==> src/rtl/dvs_power_ctrl.sv <==
// rtl/dvs_power_ctrl.sv - power-mode sequencer and statistics for the DVS moving-average filter
module dvs_power_ctrl #(
  parameter int DATA_W       = 16,
  parameter int ACT_THRESH   = 256,
  parameter int IDLE_CYCLES  = 64,
  parameter int DRAIN_CYCLES = 4,
  parameter int WAKE_CYCLES  = 8,
  parameter int CNT_W        = 16
) (
  input  logic                     clk,
  input  logic                     reset_n,
  input  logic                     sample_valid,
  input  logic signed [DATA_W-1:0] data_in,
  input  logic                     force_normal,
  input  logic                     clr_stats,
  output logic                     low_power_mode,
  output logic                     filt_valid,
  output logic [1:0]               state,
  output logic                     mode_change,
  output logic [CNT_W-1:0]         lp_cycles,
  output logic [CNT_W-1:0]         wake_count
);

  typedef enum logic [1:0] {
    NORMAL = 2'd0,
    DRAIN  = 2'd1,
    LOW    = 2'd2,
    WAKE   = 2'd3
  } state_t;

  localparam int IW = $clog2(IDLE_CYCLES + 1);
  localparam int DW = $clog2(DRAIN_CYCLES + 1);
  localparam int WW = $clog2(WAKE_CYCLES + 1);

  localparam logic [IW-1:0]     IDLE_LAST  = IW'(IDLE_CYCLES - 1);
  localparam logic [DW-1:0]     DRAIN_LAST = DW'(DRAIN_CYCLES - 1);
  localparam logic [WW-1:0]     WAKE_LAST  = WW'(WAKE_CYCLES - 1);
  localparam logic [DATA_W:0]   THRESH     = (DATA_W + 1)'(ACT_THRESH);
  localparam logic [DATA_W:0]   MAG_ONE    = (DATA_W + 1)'(1);
  localparam logic [CNT_W-1:0]  CNT_ONE    = CNT_W'(1);

  state_t            state_q;
  logic [IW-1:0]     idle_cnt;
  logic [DW-1:0]     drain_cnt;
  logic [WW-1:0]     wake_cnt;
  logic [DATA_W:0]   ext;
  logic [DATA_W:0]   mag;
  logic              act;
  logic              wake_req;

  // Magnitude is one bit wider than the sample so the most negative value does not wrap
  always_comb begin
    ext      = {data_in[DATA_W-1], data_in};
    mag      = ext[DATA_W] ? (~ext + MAG_ONE) : ext;
    act      = sample_valid && (mag > THRESH);
    wake_req = act || force_normal;
  end

  assign state = state_q;

  // Mode sequencer: outputs are registered alongside the state they describe
  always_ff @(posedge clk or negedge reset_n) begin
    if (!reset_n) begin
      state_q        <= NORMAL;
      low_power_mode <= 1'b0;
      filt_valid     <= 1'b1;
      mode_change    <= 1'b0;
      idle_cnt       <= '0;
      drain_cnt      <= '0;
      wake_cnt       <= '0;
    end else begin
      mode_change <= 1'b0;
      case (state_q)
        NORMAL: begin
          if (wake_req) begin
            idle_cnt <= '0;
          end else if (idle_cnt == IDLE_LAST) begin
            state_q   <= DRAIN;
            idle_cnt  <= '0;
            drain_cnt <= '0;
          end else begin
            idle_cnt <= idle_cnt + IW'(1);
          end
        end
        DRAIN: begin
          if (wake_req) begin
            state_q  <= NORMAL;
            idle_cnt <= '0;
          end else if (drain_cnt == DRAIN_LAST) begin
            state_q        <= LOW;
            low_power_mode <= 1'b1;
            filt_valid     <= 1'b0;
            mode_change    <= 1'b1;
          end else begin
            drain_cnt <= drain_cnt + DW'(1);
          end
        end
        LOW: begin
          if (wake_req) begin
            state_q        <= WAKE;
            low_power_mode <= 1'b0;
            mode_change    <= 1'b1;
            wake_cnt       <= '0;
          end
        end
        WAKE: begin
          // Refill time is fixed; new activity cannot stretch it
          if (wake_cnt == WAKE_LAST) begin
            state_q    <= NORMAL;
            filt_valid <= 1'b1;
            idle_cnt   <= '0;
          end else begin
            wake_cnt <= wake_cnt + WW'(1);
          end
        end
        default: begin
          state_q <= NORMAL;
        end
      endcase
    end
  end

  // Saturating statistics; a clear beats any increment in the same cycle
  always_ff @(posedge clk or negedge reset_n) begin
    if (!reset_n) begin
      lp_cycles  <= '0;
      wake_count <= '0;
    end else begin
      if (clr_stats) begin
        lp_cycles <= '0;
      end else if (state_q == LOW && lp_cycles != '1) begin
        lp_cycles <= lp_cycles + CNT_ONE;
      end
      if (clr_stats) begin
        wake_count <= '0;
      end else if (state_q == LOW && wake_req && wake_count != '1) begin
        wake_count <= wake_count + CNT_ONE;
      end
    end
  end

endmodule
==> config.mk <==
export PLATFORM = sky130hd
export DESIGN_NAME = dvs_power_ctrl
export DESIGN_NICKNAME = d
export VERILOG_FILES = /design/src/rtl/dvs_power_ctrl.sv
export SDC_FILE = /design/constraint.sdc
export NUM_CORES = 1
export LEC_CHECK = 0
export BUFFER_PORTS_ARGS = -buffer_cell sky130_fd_sc_hd__buf_2
export CAP_MARGIN = 15
export CELL_PAD_IN_SITES_DETAIL_PLACEMENT = 0
export CELL_PAD_IN_SITES_GLOBAL_PLACEMENT = 1
export CORE_ASPECT_RATIO = 2
export CORE_MARGIN = 2
export CORE_UTILIZATION = 39
export CTS_CLUSTER_DIAMETER = 120
export CTS_CLUSTER_SIZE = 28
export DETAILED_ROUTE_END_ITERATION = 8
export MAX_ROUTING_LAYER = met4
export PLACE_DENSITY_LB_ADDON = 0.15
export SETUP_SLACK_MARGIN = 0.1
export SYNTH_ARGS = -nofsm -noshare
export SYNTH_HDL_FRONTEND = slang
export SYNTH_SLANG_ARGS = --single-unit
==> constraint.sdc <==
create_clock -name clk -period 2.15 [get_ports clk]
set_input_delay 0.215 -clock clk [delete_from_list [all_inputs] [get_ports clk]]
set_output_delay 0.215 -clock clk [all_outputs]
set_load 0.005 [all_outputs]
==> flow_summary.ini, run 1 <==
[synthesis]
synth-edff-count = 0
synth_area_per_cell_sq_um = 9.07
synth_async_sr_flop_share_pct = 100
synthTopCellsByCount = sky130_fd_sc_hd__dfrtp_1 (50), sky130_fd_sc_hd__nor2_1 (34), sky130_fd_sc_hd__nand3_1 (25)
yosys_register_bits = 51
synth_top_area_share_pct = 36.1
syn-cell-area_sq_mm = 0.00346
synth_warnings = 0
synth_most_common_cell = sky130_fd_sc_hd__dfrtp_1
synth_ff_type = sky130_fd_sc_hd__dfrtp_1
synth_nets = 415
netlist.top_cell.by_area = sky130_fd_sc_hd__dfrtp_1
syn-instance-count = 382
netlist_top_cells_area = sky130_fd_sc_hd__dfrtp_1 (36%), sky130_fd_sc_hd__ha_1 (4.3%), sky130_fd_sc_hd__nor2_1 (3.7%), sky130_fd_sc_hd__nand3_1 (3.6%), sky130_fd_sc_hd__xor2_1 (2.8%)
synth.lib_cells_used.distinct = 67
ys_seq_area_share_pct = 36.9

[drt]
drtAntennaViolNets = 0
route.detailed.drc = 0
detail_route.wl_per_cell_um = 16.9
via_density_per_instance = 5.61
drt-total-wl_um = 10700
routed-via-count = 3554
detailedRoute.firstPassIterationCount = 4
drt_first_iter_violations = 89

[clock_tree]
cts-buffers-inserted = 5
deepest_clock_path_buffer_count = 2
clock-sinks = 51
ctsHtreeMaxLevel = 2
clock_tree_from_tritoncts = built
clk_pin_slew_worst_paths_ns = 0.07
worstSkewPairLatency_ns = 0.30
cts_root_buf = sky130_fd_sc_hd__clkbuf_16

[floorplan]
dieArea_sq_mm = 0.00970
floorplan.die.height_um = 137
placeableCoreArea_sq_mm = 0.00865
die_x_um = 70.6
floorplan.initialDensity_pct = 40.1
design.portCount = 58
num_rows = 48

[global_routing]
overflow = 0
use_met3_pct = 2.34
gr-usage-met1_pct = 23.4
grt_most_used_layer = met2
grt_pass1_wl_um = 17300
grt_util_all_layers_pct = 23.0
grt_max_degree = 32
groute.layer.met2.usage_pct = 44.5
grt_antenna_before_repair = 0
vias_in_the_first_global_route = 3614

[finish]
finish.utilization_pct = 60.3
drive_above_1_share_pct = 44.2
layout.cell_area.non_filler_sq_mm = 0.00522
fin_nets = 566
areaGrowthSynthToFinish_pct = 50.6
ant_diodes = 0

[timing]
hold_viol = 0
max_slew_margin_pct = 58.9
tightest_slew_ns = 0.616
final.setup.worst_slack_ns = -0.238
fin_skew_ns = 0.00852
timing.hold.ws_ns = 0.430
period_share_pct = 111
final_setup_violation_count = 34
rsz0062_at_grt = yes
finalCriticalPeriod_ns = 2.39
final-max-slew-violation-count = 0
fmax_mhz = 419

[placed_design]
place.port_buffers = 57
place.detailed.hpwl_um = 7630
placed_cell_area_sq_mm = 0.00450
place.gp.congestion = 0.898

[worst_setup_path]
critical_path.startpoint_type = primary input
critPathArrivalTime_ns = 2.60
worst-endpoint-required_ns = 2.37
critPathCaptureType = register
crit_type = in -> reg
critPathMaxFanout = 8

[run_status]
violations_in_the_final_reports = negative setup slack
run_status = finished with violations

[power_and_ir_drop]
power.density_cell_area_mw_per_mm2 = 429
report.power.total_mw = 2.24
p_leak_nw = 2.40
vdd_ir_drop_max_mv = 0.470

[hold_path]
worstHoldPathType = in -> reg

[run]
max_cap_viol_count = 0
-- sequential cells by signal, summed over array words and instances, names as in the netlist, named ones only --
signal and count:
low_power_mode 1, idle_cnt 7, state 1, filt_valid 1, lp_cycles 16, wake_cnt 4
mode_change 1, drain_cnt 3, wake_count 16
-- final timing paths --
| check | slack [ns] | depth (start not counted) | startpoint | end |
|---|---|---|---|---|
| setup / recovery | -0.24 | 13 | data_in[0] | wake_count[3] |
| hold / removal | 0.43 | 2 | clr_stats | lp_cycles[2] |
| setup reg to reg | -0.02 | 7 | idle_cnt[0] | drain_cnt[1] |
| hold reg to reg | 0.53 | 2 | drain_cnt[2] | drain_cnt[2] |
| max in group asynchronous | 1.03 | 3 | reset_n | lp_cycles[4] |
| min in group asynchronous | 0.45 | 2 | reset_n | wake_count[5] |
-- through the flow --
step	cells	worst slack (ns)	setup TNS, ns
after floorplan	382	-0.317	-6.44
after global routing	634	-0.286	-7.86
after CTS	629	-0.230	-4.75
final	634	-0.238	-5.98
after global placement	604	-0.674	-20.98
after detailed placement	604	-0.698	-21.84
-- layout make-up --
type	count	area [sq um]
sequential	51	1280
multi-input combinational	294	2300
timing repair buffer	159	1240
inverter	22	100
clock inverter	3	43.8
tap	100	125
fill	795	3430
clock buffer	5	125
-- cell usage in the layout (no fill, tap or decap), types with 5 or more instances in the layout --
cell type | Yosys | layout
sky130_fd_sc_hd__nor2b_1 | 6 | 6
sky130_fd_sc_hd__buf_12 | 0 | 7
sky130_fd_sc_hd__clkbuf_16 | 0 | 5
sky130_fd_sc_hd__buf_4 | 0 | 81
sky130_fd_sc_hd__nor2_1 | 34 | 34
sky130_fd_sc_hd__nor3_1 | 12 | 10
sky130_fd_sc_hd__mux2i_1 | 6 | 6
sky130_fd_sc_hd__o21a_1 | 5 | 5
sky130_fd_sc_hd__inv_1 | 22 | 20
sky130_fd_sc_hd__buf_2 | 2 | 55
sky130_fd_sc_hd__o31ai_2 | 0 | 5
sky130_fd_sc_hd__xnor2_1 | 6 | 6
sky130_fd_sc_hd__dfrtp_1 | 50 | 49
sky130_fd_sc_hd__a21oi_1 | 19 | 15
sky130_fd_sc_hd__mux2_4 | 3 | 5
sky130_fd_sc_hd__nand3_1 | 25 | 20
sky130_fd_sc_hd__buf_6 | 5 | 11
sky130_fd_sc_hd__nand2b_1 | 5 | 5
sky130_fd_sc_hd__nand4_1 | 10 | 10
sky130_fd_sc_hd__nand3_2 | 1 | 5
sky130_fd_sc_hd__xor2_1 | 11 | 11
sky130_fd_sc_hd__and3_1 | 6 | 6
sky130_fd_sc_hd__o21ai_2 | 0 | 5
sky130_fd_sc_hd__o31a_1 | 6 | 6
sky130_fd_sc_hd__a31oi_1 | 5 | 5
sky130_fd_sc_hd__nor4_1 | 9 | 7
sky130_fd_sc_hd__ha_1 | 12 | 9
sky130_fd_sc_hd__nand2_1 | 24 | 23
sky130_fd_sc_hd__o21ai_1 | 8 | 5
-- cells by family after synthesis --
kind of cell | Yosys count | share of synthesized area, %
AND/OR/NAND/NOR | 167 | 26.6
XOR/XNOR | 17 | 4.30
multiplexers | 12 | 4.01
flip-flops | 51 | 36.9
AO/OA/AOI/OAI | 86 | 18.5
buffers and inverters | 37 | 5.42
adder cells (fa/ha/maj) | 12 | 4.33
-- routing by layer --
layer	vias to the layer above	routed length [um]
met2	69	6190
met1	1748	3990
met4	0	242
met5	-	0
li1	1720	-
met3	17	262
-- critical path, stage by stage --
cell and delay [ns]:
sky130_fd_sc_hd__buf_12 0.09, sky130_fd_sc_hd__inv_12 0.03, sky130_fd_sc_hd__ha_4 0.15, sky130_fd_sc_hd__buf_6 0.11, sky130_fd_sc_hd__buf_6 0.11, sky130_fd_sc_hd__a31oi_1 0.27, sky130_fd_sc_hd__o221ai_2 0.15, sky130_fd_sc_hd__a41o_2 0.25
sky130_fd_sc_hd__buf_4 0.14, sky130_fd_sc_hd__a31o_4 0.27, sky130_fd_sc_hd__buf_12 0.17, sky130_fd_sc_hd__or4_4 0.51, sky130_fd_sc_hd__a21oi_2 0.13
-- repair_timing --
action                                 4_1_cts  5_1_grt
pin swaps                                   23       15
hold buffers                                 1        0
gates resized for setup                     47       27
endpoints found under the hold margin       20        0
setup endpoints to repair                   35       45
gates cloned                                 2        0
buffers inserted                            15        7
-- power breakdown --
group	switching (mW)	total [mW]	leakage, nW	internal [mW]
clock	0.370	0.919	0.0838	0.550
combinational	0.177	0.357	1.63	0.181
sequential	0.00161	0.963	0.680	0.961
No activity file was read; power rests on OpenSTA's default activity.
==> run 2: changes to the inputs <==
--- a/config.mk
+++ b/config.mk
@@ -10,13 +10,14 @@
 export CELL_PAD_IN_SITES_DETAIL_PLACEMENT = 0
 export CELL_PAD_IN_SITES_GLOBAL_PLACEMENT = 1
 export CORE_ASPECT_RATIO = 2
-export CORE_MARGIN = 2
+export CORE_MARGIN = 5
 export CORE_UTILIZATION = 39
 export CTS_CLUSTER_DIAMETER = 120
 export CTS_CLUSTER_SIZE = 28
 export DETAILED_ROUTE_END_ITERATION = 8
 export MAX_ROUTING_LAYER = met4
 export PLACE_DENSITY_LB_ADDON = 0.15
+export RECOVER_POWER = 100
 export SETUP_SLACK_MARGIN = 0.1
 export SYNTH_ARGS = -nofsm -noshare
 export SYNTH_HDL_FRONTEND = slang
==> run 2 against run 1 <==
Compared with the run above: the flow still finishes with violations (negative setup slack); total power fell by 6.2%; clock power shrank 14%; first-iteration DRC count up 61%; combinational power down 3%; final cell count down 1.4%; sequential cell count unchanged; sequential share of layout area grew 0.64 points; register-to-register slack lost 0.05 ns; critical path depth is 2 lower; sequential power hardly changed; die area grew 13%; largest power group unchanged.
==> flow_summary.ini, run 2 (same netlist as run 1, synthesis figures left out) <==
[run_status]
run_status = finished with violations
violations_in_the_final_reports = negative setup slack

[worst_setup_path]
critPathCaptureType = register
critPathArrivalTime_ns = 2.56
critical_path.startpoint_type = primary input
worst-endpoint-required_ns = 2.37
crit_type = in -> reg
critPathMaxFanout = 6

[clock_tree]
cts_root_buf = sky130_fd_sc_hd__clkbuf_16
clk_pin_slew_worst_paths_ns = 0.07
cts-buffers-inserted = 5
clock_tree_from_tritoncts = built
cts.hold.buffers_added = 0
worstSkewPairLatency_ns = 0.29
clock-sinks = 51
deepest_clock_path_buffer_count = 2
ctsHtreeMaxLevel = 2

[finish]
drive_above_1_share_pct = 37.1
largestRegisters = lp_cycles x16, wake_count x16, idle_cnt x7
finish.cell_count_without_fillers = 625
fin_nets = 557
mostFrequentLayoutCell = sky130_fd_sc_hd__buf_4
layout_common_cells = sky130_fd_sc_hd__buf_4 (56), sky130_fd_sc_hd__dfrtp_1 (50), sky130_fd_sc_hd__nor2_1 (34)
num-fill-cells = 832
ant_diodes = 0
areaGrowthSynthToFinish_pct = 46.6

[power_and_ir_drop]
report.power.total_mw = 2.10
power.switching_fraction_pct = 25.3
internal_power_mw = 1.57
power_frac_clock_pct = 37.7
power.density_cell_area_mw_per_mm2 = 413
seq_power_share_pct = 45.8
vdd_ir_drop_max_mv = 0.385
power.combinational.fraction_pct = 16.5
net-switching-power_mw = 0.531
p_leak_nw = 2.21

[timing]
final-max-slew-violation-count = 0
rsz0062_at_grt = yes
period_share_pct = 109
tightest_slew_ns = 1.31
fin_skew_ns = 0.00623
max_slew_margin_pct = 12.4
hold_viol = 0
final_setup_violation_count = 35
fmax_mhz = 428
final.setup.worst_slack_ns = -0.188
finalCriticalPeriod_ns = 2.34
timing.hold.ws_ns = 0.285
fin_setup_tns_ns = -4.12

[global_routing]
grt_pass1_wl_um = 17300
grt_antenna_before_repair = 0
grt_util_all_layers_pct = 19.8
overflow = 0
vias_in_the_first_global_route = 3687
grt_max_degree = 52

[floorplan]
die_x_um = 76.6
floorplan.die.height_um = 143
design.portCount = 58
placeableCoreArea_sq_mm = 0.00865
num_rows = 48
floorplan.initialDensity_pct = 40.1
dieArea_sq_mm = 0.0110

[placed_design]
place.gp.congestion = 0.791
numPlacedInstances = 597
preCtsSetupSlack_ns = -0.596
place.port_buffers = 57
place.detailed.hpwl_um = 7630

[drt]
detailedRoute.firstPassIterationCount = 7
detail_route.wl_per_cell_um = 16.7
via_density_per_instance = 5.63
wl_met3_um = 292
routed-wl-met2_um = 6150
routed.top_layer = met4
met1_length_um = 3740
drt_first_iter_violations = 143
route.detailed.drc = 0
routed-via-count = 3519
drtAntennaViolNets = 0
drt-total-wl_um = 10400

[run]
max_cap_viol_count = 0

[hold_path]
worstHoldPathType = in -> async
## run 2: cell types whose count changed in the layout (fill, tap and decap cells not counted), sizes merged
cell | previous run | this run
bufinv | 1 | 0
clkinv | 2 | 1
clkinvlp | 0 | 1
buf | 158 | 118
dlygate4sd3 | 1 | 0
clkbuf | 5 | 38
## run 2: power groups by stage
stage / clock network [mW] / registers [mW] / logic (mW)
CTS: 0.818 / 0.963 / 0.348
global placement: 0 / 0.981 / 0.248
floorplan: 0 / 0.982 / 0.110
global route: 0.864 / 0.962 / 0.373
finish: 0.792 / 0.963 / 0.346
detailed placement: 0 / 0.981 / 0.250
## run 2: critical path: stages
cell                       delay [ns]
sky130_fd_sc_hd__buf_8           0.11
sky130_fd_sc_hd__buf_6           0.10
sky130_fd_sc_hd__or3_4           0.41
sky130_fd_sc_hd__nand4_1         0.11
sky130_fd_sc_hd__o311ai_2        0.12
sky130_fd_sc_hd__a41o_2          0.31
sky130_fd_sc_hd__a31o_4          0.26
sky130_fd_sc_hd__buf_12          0.14
sky130_fd_sc_hd__buf_8           0.12
sky130_fd_sc_hd__or4_4           0.52
sky130_fd_sc_hd__a21oi_2         0.12
## run 2: cell type report
type                       instances  area [sq um]  share of cell area [%]
multi-input combinational        294          2310                    45.5
sequential                        51          1280                    25.1
timing repair buffer             150          1130                    22.2
clock buffer                       6           129                    2.54
tap                              100           125                    2.46
inverter                          22           100                    1.97
clock inverter                     2          12.5                   0.246
## run 2: worst paths after layout
check | from | endpoint | slack (ns) | cells past startpoint
max | data_in[1] | wake_count[4] | -0.19 | 11
min | reset_n | wake_count[6] | 0.28 | 2
max reg2reg | idle_cnt[0] | drain_cnt[0] | -0.07 | 6
min reg2reg | drain_cnt[1] | drain_cnt[1] | 0.53 | 2
max in group asynchronous | reset_n | lp_cycles[10] | 1.06 | 2
min in group clk | sample_valid | register | 0.40 | 4
## run 2: per-stage QoR
| stage | area (sq um) | utilization, % |
|---|---|---|
| 2_1_floorplan | 3560 | - |
| 3_3_place_gp | 4430 | 51.3 |
| 3_5_place_dp | 4430 | 51.3 |
| 4_1_cts | 5040 | 58.3 |
| 5_1_grt | 5080 | 58.7 |
| 6_report | 5080 | 58.7 |
## run 2: timing repair
| item | CTS | global route |
|---|---|---|
| pin swaps | 31 | 18 |
| setup buffers | 16 | 6 |
| setup endpoints to repair | 37 | 45 |
| gates resized for setup | 60 | 25 |
| cloned | 2 | 0 |
## run 2: metal layers
layer  GRT usage, %  up-vias
met5              -        -
li1               -     1696
met2           39.0       81
met1           18.6     1718
met3           2.38       24
met4           8.85        0
==> run 3: changes to the inputs <==
--- a/config.mk
+++ b/config.mk
@@ -9,7 +9,6 @@
 export CAP_MARGIN = 15
 export CELL_PAD_IN_SITES_DETAIL_PLACEMENT = 0
 export CELL_PAD_IN_SITES_GLOBAL_PLACEMENT = 1
-export CORE_ASPECT_RATIO = 2
 export CORE_MARGIN = 5
 export CORE_UTILIZATION = 39
 export CTS_CLUSTER_DIAMETER = 120
==> run 3 against run 2 <==
Compared with the run above: the run still ends with negative setup slack left; core utilization decreased by 3.9 points; hold slack improved by 0.11 ns; wire length is 11% lower; largest power group unchanged; highest routed layer unchanged.
==> flow_summary.ini, run 3 (same netlist as run 1, synthesis figures left out) <==
[placed_design]
preCtsSetupSlack_ns = -0.672
placed_cell_area_sq_mm = 0.00442
place.detailed.hpwl_um = 6530
place.gp.congestion = 0.804
place.port_buffers = 57
numPlacedInstances = 602

[timing]
max_slew_margin_pct = 10.3
final_setup_violation_count = 34
final.setup.worst_slack_ns = -0.182
timing.hold.ws_ns = 0.397
fin_setup_tns_ns = -3.20
fmax_mhz = 429
tightest_slew_ns = 1.35
rsz0062_at_grt = yes
hold_viol = 0
fin_skew_ns = 0.0152
final-max-slew-violation-count = 0
finalCriticalPeriod_ns = 2.33
period_share_pct = 108

[drt]
drt_first_iter_violations = 138
detail_route.wl_per_cell_um = 14.9
drtAntennaViolNets = 0
via_density_per_instance = 5.45
route.detailed.drc = 0
drt-total-wl_um = 9280
detailedRoute.firstPassIterationCount = 5
routed-via-count = 3397

[global_routing]
grt_util_all_layers_pct = 17.1
vias_in_the_first_global_route = 3230
overflow = 0
grt_pass1_wl_um = 15400
grt_max_degree = 32
grt_antenna_before_repair = 0

[clock_tree]
clock-sinks = 51
cts-buffers-inserted = 5
deepest_clock_path_buffer_count = 2
worstSkewPairLatency_ns = 0.31
clock_tree_from_tritoncts = built
clk_pin_slew_worst_paths_ns = 0.10
ctsHtreeMaxLevel = 2
cts_root_buf = sky130_fd_sc_hd__clkbuf_8

[finish]
fin_nets = 547
multi_input_comb_area_sq_mm = 0.00220
largestRegisters = lp_cycles x16, wake_count x16, idle_cnt x7
num-fill-cells = 802
finish.cell_count_without_fillers = 623
layout.cell_area.non_filler_sq_mm = 0.00476
ant_diodes = 0
mostFrequentLayoutCell = sky130_fd_sc_hd__buf_4
drive_above_1_share_pct = 33.2
layout_common_cells = sky130_fd_sc_hd__buf_4 (58), sky130_fd_sc_hd__dfrtp_1 (50), sky130_fd_sc_hd__buf_2 (40)
areaGrowthSynthToFinish_pct = 37.5
seq_area_sq_mm = 0.00128

[floorplan]
floorplan.die.height_um = 104
placeableCoreArea_sq_mm = 0.00868
die_x_um = 104
num_rows = 34
design.portCount = 58
floorplan.initialDensity_pct = 39.9
dieArea_sq_mm = 0.0109

[worst_setup_path]
max_stage_delay_ns = 0.47
worst_r2r_path_depth = 6
critical_path.slowest_cell = sky130_fd_sc_hd__or4bb_1
cp_num_cells = 12
critPathCaptureType = register
rr_endpoint = drain_cnt[0]
crit_family = simple AND/OR/NAND/NOR gates
crit_type = in -> reg
critPathMaxFanout = 9
critPathArrivalTime_ns = 2.55
critical_path.startpoint_type = primary input
critPathBufInv = 4
critical_path.startpoint = data_in[0]
worst-endpoint-required_ns = 2.37
critical_path.endpoint = idle_cnt[0]
reg2reg_setup_slack_ns = -0.04
rr_startpoint = idle_cnt[1]
critical_path.cell_chain = buf_12 > inv_12 > ha_4 > or4bb_1 > or4_4 > o221ai_2 > a41o_2 > a31o_4 > buf_4 > buf_6 > nand3_4 > o31ai_4

[run_status]
violations_in_the_final_reports = negative setup slack
run_status = finished with violations

[power_and_ir_drop]
power.density_cell_area_mw_per_mm2 = 385
vdd_ir_drop_max_mv = 0.358
p_leak_nw = 2.10

[hold_path]
hold_depth = 4
worstHoldPathType = in -> reg

[run]
max_cap_viol_count = 0
==> run 3: cell types whose count changed in the layout (fill, tap and decap cells not counted), sizes merged <==
cell	previous run	this run
clkbuf	38	35
inv	22	23
buf	118	110
dlygate4sd3	0	1
clkinv	1	0
==> run 3: cell type report <==
class | instances | share of cell area, %
clock buffer | 6 | 1.52
inverter | 22 | 2.10
sequential | 51 | 26.8
clock inverter | 2 | 0.342
timing repair buffer | 140 | 20.1
tap | 108 | 2.84
multi-input combinational | 294 | 46.2
==> run 3: where the power goes <==
part	switching [mW]	leakage [nW]	internal, mW	total (mW)
clock	0.337	0.0418	0.235	0.572
combinational	0.155	1.38	0.143	0.297
sequential	0.00144	0.682	0.961	0.962
==> run 3: timing repair <==
item,4_1_cts,5_1_grt
resized for setup,27,18
hold buffers,1,0
endpoints found under the setup margin,38,42
cloned,0,2
hold endpoints to repair,19,0
buffers inserted,7,4
pin swaps,7,5
==> run 3: how the worst min path moves through the flow <==
stage | startpoint | to | slack, ns
final | sample_valid | register | 0.40
after global routing | sample_valid | register | 0.42
after CTS | sample_valid | register | 0.39
after floorplan | reset_n | async pin | -0.08
after global placement | reset_n | drain_cnt[0] | 0.25
after detailed placement | reset_n | drain_cnt[0] | 0.26
==> run 3: stage by stage <==
step                      total power, mW  utilization [%]
final                                1.83             54.9
after global routing                 1.92             54.9
after CTS                            1.83             54.1
after detailed placement             1.22             50.9
after global placement               1.22             50.9
after floorplan                      1.09                -
==> run 3: per-layer routing <==
metal  wire length, um  global-route usage, %
met1              4410                   23.5
met2              4450                   26.9
met3               363                   2.98
met4                53                   2.96
met5                 0                      -
==> run 3: worst register-to-register path, delay by kind of cell, from the launching register on <==
kind	cells	cell delay [ns]
simple gates	3	0.83
compound gates	1	0.40
flops	1	0.37
mux	1	0.33
fa+ha+maj	1	0.18
